File: src/rtl/alu_4bit_reg.sv
// alu_4bit_reg: 4-bit registered ALU with zero, carry, overflow and parity flags.
// The arithmetic ops (ADD/SUB/INC/DEC/NEG) share one ripple-carry adder. Each op
// supplies its own adder operands and carry-in. All results and flags are
// registered together, so the latency is one cycle.
module alu_4bit_reg (
   input  logic       clk,
   input  logic       rst_n,
   input  logic [3:0] A,
   input  logic [3:0] B,
   input  logic [3:0] Opcode,
   output logic [3:0] Out,
   output logic       Z,
   output logic       C,
   output logic       V,
   output logic       P
);

   localparam logic [3:0] OP_ADD  = 4'h0;
   localparam logic [3:0] OP_SUB  = 4'h1;
   localparam logic [3:0] OP_INC  = 4'h2;
   localparam logic [3:0] OP_DEC  = 4'h3;
   localparam logic [3:0] OP_AND  = 4'h4;
   localparam logic [3:0] OP_OR   = 4'h5;
   localparam logic [3:0] OP_XOR  = 4'h6;
   localparam logic [3:0] OP_NOT  = 4'h7;
   localparam logic [3:0] OP_NAND = 4'h8;
   localparam logic [3:0] OP_NOR  = 4'h9;
   localparam logic [3:0] OP_XNOR = 4'hA;
   localparam logic [3:0] OP_SHL  = 4'hB;
   localparam logic [3:0] OP_SHR  = 4'hC;
   localparam logic [3:0] OP_ROL  = 4'hD;
   localparam logic [3:0] OP_ROR  = 4'hE;
   localparam logic [3:0] OP_NEG  = 4'hF;

   logic [3:0] add_a;
   logic [3:0] add_b;
   logic       add_cin;
   logic [4:0] carry;
   logic [3:0] sum;
   logic       add_ovf;

   logic [3:0] out_next;
   logic       c_next;
   logic       v_next;
   logic       z_next;
   logic       p_next;

   logic [3:0] out_reg;
   logic       z_reg;
   logic       c_reg;
   logic       v_reg;
   logic       p_reg;

   // Select the adder operands: subtraction-style ops add the inverted operand plus one
   always_comb begin
      add_a   = A;
      add_b   = B;
      add_cin = 1'b0;
      case (Opcode)
         OP_SUB: begin
            add_b   = ~B;
            add_cin = 1'b1;
         end
         OP_INC: begin
            add_b   = 4'h0;
            add_cin = 1'b1;
         end
         OP_DEC: begin
            add_b   = 4'hF;
         end
         OP_NEG: begin
            add_a   = 4'h0;
            add_b   = ~A;
            add_cin = 1'b1;
         end
         default: begin
            add_a   = A;
            add_b   = B;
            add_cin = 1'b0;
         end
      endcase
   end

   // Ripple-carry chain. Signed overflow is the carry into the MSB XOR the carry out of it.
   assign carry[0] = add_cin;
   generate
      for (genvar gi = 0; gi < 4; gi++) begin : g_ripple
         assign sum[gi]     = add_a[gi] ^ add_b[gi] ^ carry[gi];
         assign carry[gi+1] = (add_a[gi] & add_b[gi]) | (carry[gi] & (add_a[gi] ^ add_b[gi]));
      end
   endgenerate
   assign add_ovf = carry[4] ^ carry[3];

   // Result and flag selection; logic ops clear C and V, shifts clear V
   always_comb begin
      out_next = 4'h0;
      c_next   = 1'b0;
      v_next   = 1'b0;
      case (Opcode)
         OP_ADD, OP_SUB, OP_INC, OP_DEC, OP_NEG: begin
            out_next = sum;
            c_next   = carry[4];
            v_next   = add_ovf;
         end
         OP_AND:  out_next = A & B;
         OP_OR:   out_next = A | B;
         OP_XOR:  out_next = A ^ B;
         OP_NOT:  out_next = ~A;
         OP_NAND: out_next = ~(A & B);
         OP_NOR:  out_next = ~(A | B);
         OP_XNOR: out_next = ~(A ^ B);
         OP_SHL: begin
            out_next = {A[2:0], 1'b0};
            c_next   = A[3];
         end
         OP_SHR: begin
            out_next = {1'b0, A[3:1]};
            c_next   = A[0];
         end
         OP_ROL: begin
            out_next = {A[2:0], A[3]};
            c_next   = A[3];
         end
         OP_ROR: begin
            out_next = {A[0], A[3:1]};
            c_next   = A[0];
         end
         default: begin
            out_next = 4'h0;
            c_next   = 1'b0;
            v_next   = 1'b0;
         end
      endcase
   end

   assign z_next = (out_next == 4'h0);
   assign p_next = ^out_next;

   // Register result and flags together; asynchronous clear on reset
   always_ff @(posedge clk or negedge rst_n) begin
      if (!rst_n) begin
         out_reg <= 4'h0;
         z_reg   <= 1'b0;
         c_reg   <= 1'b0;
         v_reg   <= 1'b0;
         p_reg   <= 1'b0;
      end else begin
         out_reg <= out_next;
         z_reg   <= z_next;
         c_reg   <= c_next;
         v_reg   <= v_next;
         p_reg   <= p_next;
      end
   end

   assign Out = out_reg;
   assign Z   = z_reg;
   assign C   = c_reg;
   assign V   = v_reg;
   assign P   = p_reg;

endmodule

File: config.mk
export PLATFORM = sky130hd
export DESIGN_NAME = alu_4bit_reg
export DESIGN_NICKNAME = d
export VERILOG_FILES = /design/src/rtl/alu_4bit_reg.sv
export SDC_FILE = /design/constraint.sdc
export NUM_CORES = 1
export LEC_CHECK = 0
export ABC_AREA = 1
export CAP_MARGIN = 20
export CORE_ASPECT_RATIO = 1.25
export CORE_MARGIN = 5
export CORE_UTILIZATION = 48
export DETAILED_ROUTE_END_ITERATION = 10
export PLACE_DENSITY_LB_ADDON = 0.1
export SETUP_SLACK_MARGIN = 0.2
export SYNTH_ARGS = -nofsm -noshare
export SYNTH_HDL_FRONTEND = slang
export SYNTH_SLANG_ARGS = --single-unit
export TNS_END_PERCENT = 100
File: constraint.sdc
create_clock -name clk -period 0.8 [get_ports clk]
set_input_delay 0.12 -clock clk [delete_from_list [all_inputs] [get_ports clk]]
set_output_delay 0.12 -clock clk [all_outputs]
set_load 0.005 [all_outputs]
* Yosys cells after proc, flatten, opt, wreduce, memory -nomap -nowiden
Index checks and enable logic that the tools add are counted.
** Word-level totals
- Register bits after elaboration :: 8
- Input bits :: 14
- Output and inout port bits :: 8
- Logic and storage cells :: 62
** Cells by class
- Eq/ne operators :: 15
- Muxes and demuxes :: 6
- Bitwise logic cells :: 29
- Reduce and logical (&&, ||, !) cells :: 7
** Operator list (number)
- 4-bit case mux with 12 select lines :: 1
- 4-bit == test (second input constant) :: 8
- 4-bit inverter :: 5
- 4-bit by 3-bit == test with 1-bit output (second input constant) :: 4
- 4-bit case mux with 4 select lines :: 1
- 1-bit XOR :: 9
- 1-bit bitwise AND :: 8
- 4-bit by 2-bit == test with 1-bit output (second input constant) :: 2
- 4-bit zero test :: 2
- 5-bit OR reduction :: 1
- 4-bit bitwise AND :: 1
- 4-bit by 1-bit == test with 1-bit output (second input constant) :: 1
- 4-bit two-way mux :: 1
- 1-bit bitwise OR :: 4
- 4-bit bitwise OR :: 1
- 2-bit OR reduction :: 2
- 4-bit parity :: 1
- 4-bit XOR :: 1
- 1-bit case mux with 3 select lines :: 1
- 3-bit OR reduction :: 1
- 1-bit two-way mux :: 2

* Depth between registers and ports, before layout
- Depth in word-level cells :: 13
- Gate-level depth with buffers :: 17
- Depth with buffers taken out :: 17

* Least setup slack after synthesis
Ideal clock, no wire load.
- Path kind :: input to register
- Start point :: in Opcode[2]
- End point :: reg p_reg, in the netlist P
- Library setup time :: 121 ps
- Data arrival time :: 2842 ps
- Data required time :: 679 ps
- Setup slack :: -2163 ps
- Cell stages on the path :: 14
- Buffers on the path :: 0
- Cell sequence :: nor2_1 > inv_1 > o211ai_2 > nand3_1 > nand2_1 > fa_1 > inv_1 > fa_1 > fa_1 > fa_1 > or2_0 > nand2_1 > ha_1 > xor2_1
** On the way
- Word-level cells in the longest chain between the ends :: 12
- Elaborated cells between the ends (all ways) :: 40
- Classes of those cells :: eq/ne (15); mux (4); bitwise (17); reduce/logical (4)
** Ends and longest elaborated chain
- start, declared :: RTL line 10 : input logic [3:0] Opcode,
- 4-bit == test, or another cell as far along :: RTL line 59, 99
- 4-bit case mux with 4 select lines, or another cell as far along :: RTL line 59 : case (Opcode)
- 1-bit XOR or 1-bit two-way mux (tied branches) :: RTL line 88, 89, 59
- 1-bit bitwise AND :: RTL line 89 : assign carry[gi+1] = (add_a[gi] & add_b[gi]) | (carry[gi] & (add_a[gi] ^ add_b[gi]));
- 1-bit bitwise OR :: RTL line 89
- 1-bit bitwise AND :: RTL line 89
- 1-bit bitwise OR :: RTL line 89
- 1-bit bitwise AND :: RTL line 89
- 1-bit bitwise OR :: RTL line 89
- 1-bit XOR :: RTL line 88 : assign sum[gi] = add_a[gi] ^ add_b[gi] ^ carry[gi];
- 4-bit case mux with 12 select lines * :: RTL line 99 : case (Opcode)
- 4-bit parity * :: RTL line 137 : assign p_next = ^out_next;
- named net p_next :: RTL line 46 : logic p_next;
- end signal, assigned :: RTL line 152 : p_reg <= p_next;
- end, declared :: RTL line 52 : logic p_reg;
The timed path passes the listed nets; every way through them passes the cells marked *.

* Worst setup path after layout
Ends and elaborated chain as after synthesis.

==> results.md <==
- Leak pwr: 1.178 nW
- Root Driver: clkbuf_4
- Synthesized flop and latch total: 8
- Setup_tns: -12510 ps
- Outcome: complete, but fails checks
- CTS tree: yes
- Buffers on Ports: 21
- Post-synth top cells: nand2_1 (62), nor2_1 (36), nand3_1 (31)
- WS Path Type: primary input to flip-flop
- Worst slew pin tran: 341.5 ps
- Combinational fraction of design power: 60.5%
- Final setup viols: 16
- Leading area contributor after synthesis: nand2_1
- Worst Setup End Kind: flip-flop
- Sw Share: 37.47%
- Hold Path Class: primary input to asynchronous set/reset pin
- VDD IR max: 796.1 uV
- Die area: 3743 um2
- Internal power: 0.001271 W
- Initial antenna violation count: 0
- Final GP Congestion: 0.9296
- Ys Warns: 0
- Clock transition at path regs: 50 ps
- Ant. Diodes: 0
- Drt drc: 0
- Core area: 2477 um2
- Die Wd: 55.74 um
- Unrepaired setup endpoints after global routing: yes
- Synth-to-Final Area Change: 60.02%
- Gr ovfl total: 0
- Drt total wl: 4557 um
- Synth top area share: 18.54%
- P per Cell Area: 1012 nW/um2
- Post-layout util: 81.06%
- Relative slew slack: 77.16%
- Clock Sinks: 8
- CTS buffer count: 3
- Top cells by area, synth: nand2_1 (19%), dfrtp_1 (16%), nand3_1 (12%)
- Number of global-route vias before repair: 1611
- DR pass1 iterations: 5
- Average wire per standard cell: 14.29 um
- Crit path max fanout: 3
- Core Rows: 20
- Max Cap Violations: 0
- Top FF cell, synth: dfrtp_1
- Power share of the sequential group: 24.9%
- Data arrival, critical path: 3040 ps
- Vias: 1705
- Layout cells sized above 1: 35.66%
- EDFF count, synth: 0
- Drt initial violations: 82
- NetSw: 0.0007617 W
- Seq/Total Area, Yosys: 15.95%
- Final hold viol count: 0
- Initial Util: 50.66%
- Fraction of registers with async set/reset: 100.0%
- Post-placement setup slack: -2750 ps
- First-pass GRT wire length: 6934 um
- Clk pwr share: 14.6%
- Fmax: 0.3456 GHz
- Clock period minus worst slack: 2894 ps
- Worst Path Required: 940 ps
- Post-DP Area: 1863 um2
- Post-route setup slack: -2094 ps
- Syn Std Cell Area: 1255 um2
- Violated checks: negative setup slack
- Synth unique cells: 23
- Detailed placer's ending HPWL: 3198 um
- Mapped Cells: 211
- Num ports: 22
- H-tree level count: 1
- Post-route cell area: 2008 um2
- Mean Syn Cell Area: 5.948 um2
- Nets: 316
- Setup crit start kind: primary input
- Final period utilization: 361.7%
- Largest net degree at the start of global routing: 12
- Post-DRT Antenna Nets: 0
- Hold_ws: 135.6 ps
- Most instantiated library cell after synthesis: nand2_1
- Clock Path Buffers: 2
- Final Max Tran Viols: 0
- Syn nets: 239
- Die height: 67.17 um
- Vias per cell: 5.345
- Hold buffers post-CTS: 0
- GRT Overall Usage: 23.20%
==> per-layer routing <==
layer / part of all wire (%) / wire length [um] / vias to the layer above / GRT usage [%]
met3: 6.8 / 310 / 24 / 3.442
met2: 53 / 2399 / 98 / 47.04
met1: 35 / 1610 / 763 / 22.93
li1: - / - / 820 / -
met5: 0 / 0 / - / 0
met4: 5.2 / 237 / 0 / 11.25
==> worst max-delay path: stages <==
cell      delay (ps)
buf_8            110
nor2_4           130
inv_2             70
o211ai_4         220
nor2_2            90
buf_4            140
buf_4            140
nand2_2           70
nand2_2           60
fa_2             370
fa_2             380
fa_2             440
or2_0            220
nand2_1           70
ha_2             270
xor2_1           140
==> layout make-up <==
class / instances / area, um2
clock buffers: 3 / 22.52
fillers: 163 / 469.2
inverters: 33 / 128.9
multi-input cells: 169 / 1018
flip-flops and latches: 8 / 200.2
well taps: 33 / 41.29
repair buffers: 73 / 596.8
==> per-stage QoR <==
stage / instances / total power [W]
after floorplan: 211 / 0.001022
final: 319 / 0.002033
after global placement: 308 / 0.001587
after CTS: 313 / 0.001889
after detailed placement: 308 / 0.001624
after global routing: 319 / 0.002199
==> sequential cells by signal, summed over array words and instances, names as in the netlist <==
register  count
C             1
Out           4
P             1
V             1
Z             1
==> power groups by stage <==
stage | combinational (W) | clock, W | sequential (W)
after global placement | 0.00107 | 0 | 0.000516
final | 0.00123 | 0.000298 | 0.000506
after global routing | 0.00134 | 0.000345 | 0.000518
after floorplan | 0.000492 | 0 | 0.000530
after CTS | 0.00108 | 0.000305 | 0.000507
after detailed placement | 0.00111 | 0 | 0.000518
==> cells in the final DEF, fill, tap and decap left out, types with 3 or more instances in the layout <==
cell type / count
buf_2: 8
buf_4: 45
buf_6: 9
clkbuf_4: 3
clkdlybuf4s50_1: 7
dfrtp_1: 8
fa_2: 4
ha_1: 9
inv_1: 26
inv_2: 5
nand2_1: 53
nand2_2: 7
nand2_4: 3
nand3_1: 29
nand3b_1: 3
nand4_1: 3
nor2_1: 35
nor2_2: 5
o22ai_1: 3
==> logic make-up (layout without fill, tap and decap cells) <==
group | after synthesis | in the layout | synth area share [%]
simple gates | 147 | 147 | 52.74
compound gates | 6 | 6 | 3.290
xor+xnor | 2 | 2 | 1.396
buf+inv | 34 | 109 | 10.27
fa+ha+maj | 14 | 14 | 16.35
flops | 8 | 8 | 15.95
==> worst max-delay path by stage <==
stage               slack (ps)      start          end  depth (start not counted)
floorplan                -2030  Opcode[3]  P$_DFF_PN0_                         16
global placement         -2660  Opcode[0]  P$_DFF_PN0_                         16
detailed placement       -2750  Opcode[0]  P$_DFF_PN0_                         16
CTS                      -2010  Opcode[1]  P$_DFF_PN0_                         18
global route             -2180  Opcode[2]  P$_DFF_PN0_                         16
finish                   -2090  Opcode[2]  P$_DFF_PN0_                         16
==> what timing repair did <==
item | 4_1_cts | 5_1_grt
setup endpoints to repair | 16 | 16
pin swaps | 19 | 17
endpoints found under the hold margin | 0 | 0
resized for setup | 66 | 21
gates cloned | 0 | 0
setup buffers | 2 | 6
Power figures use the tool's default switching activity.
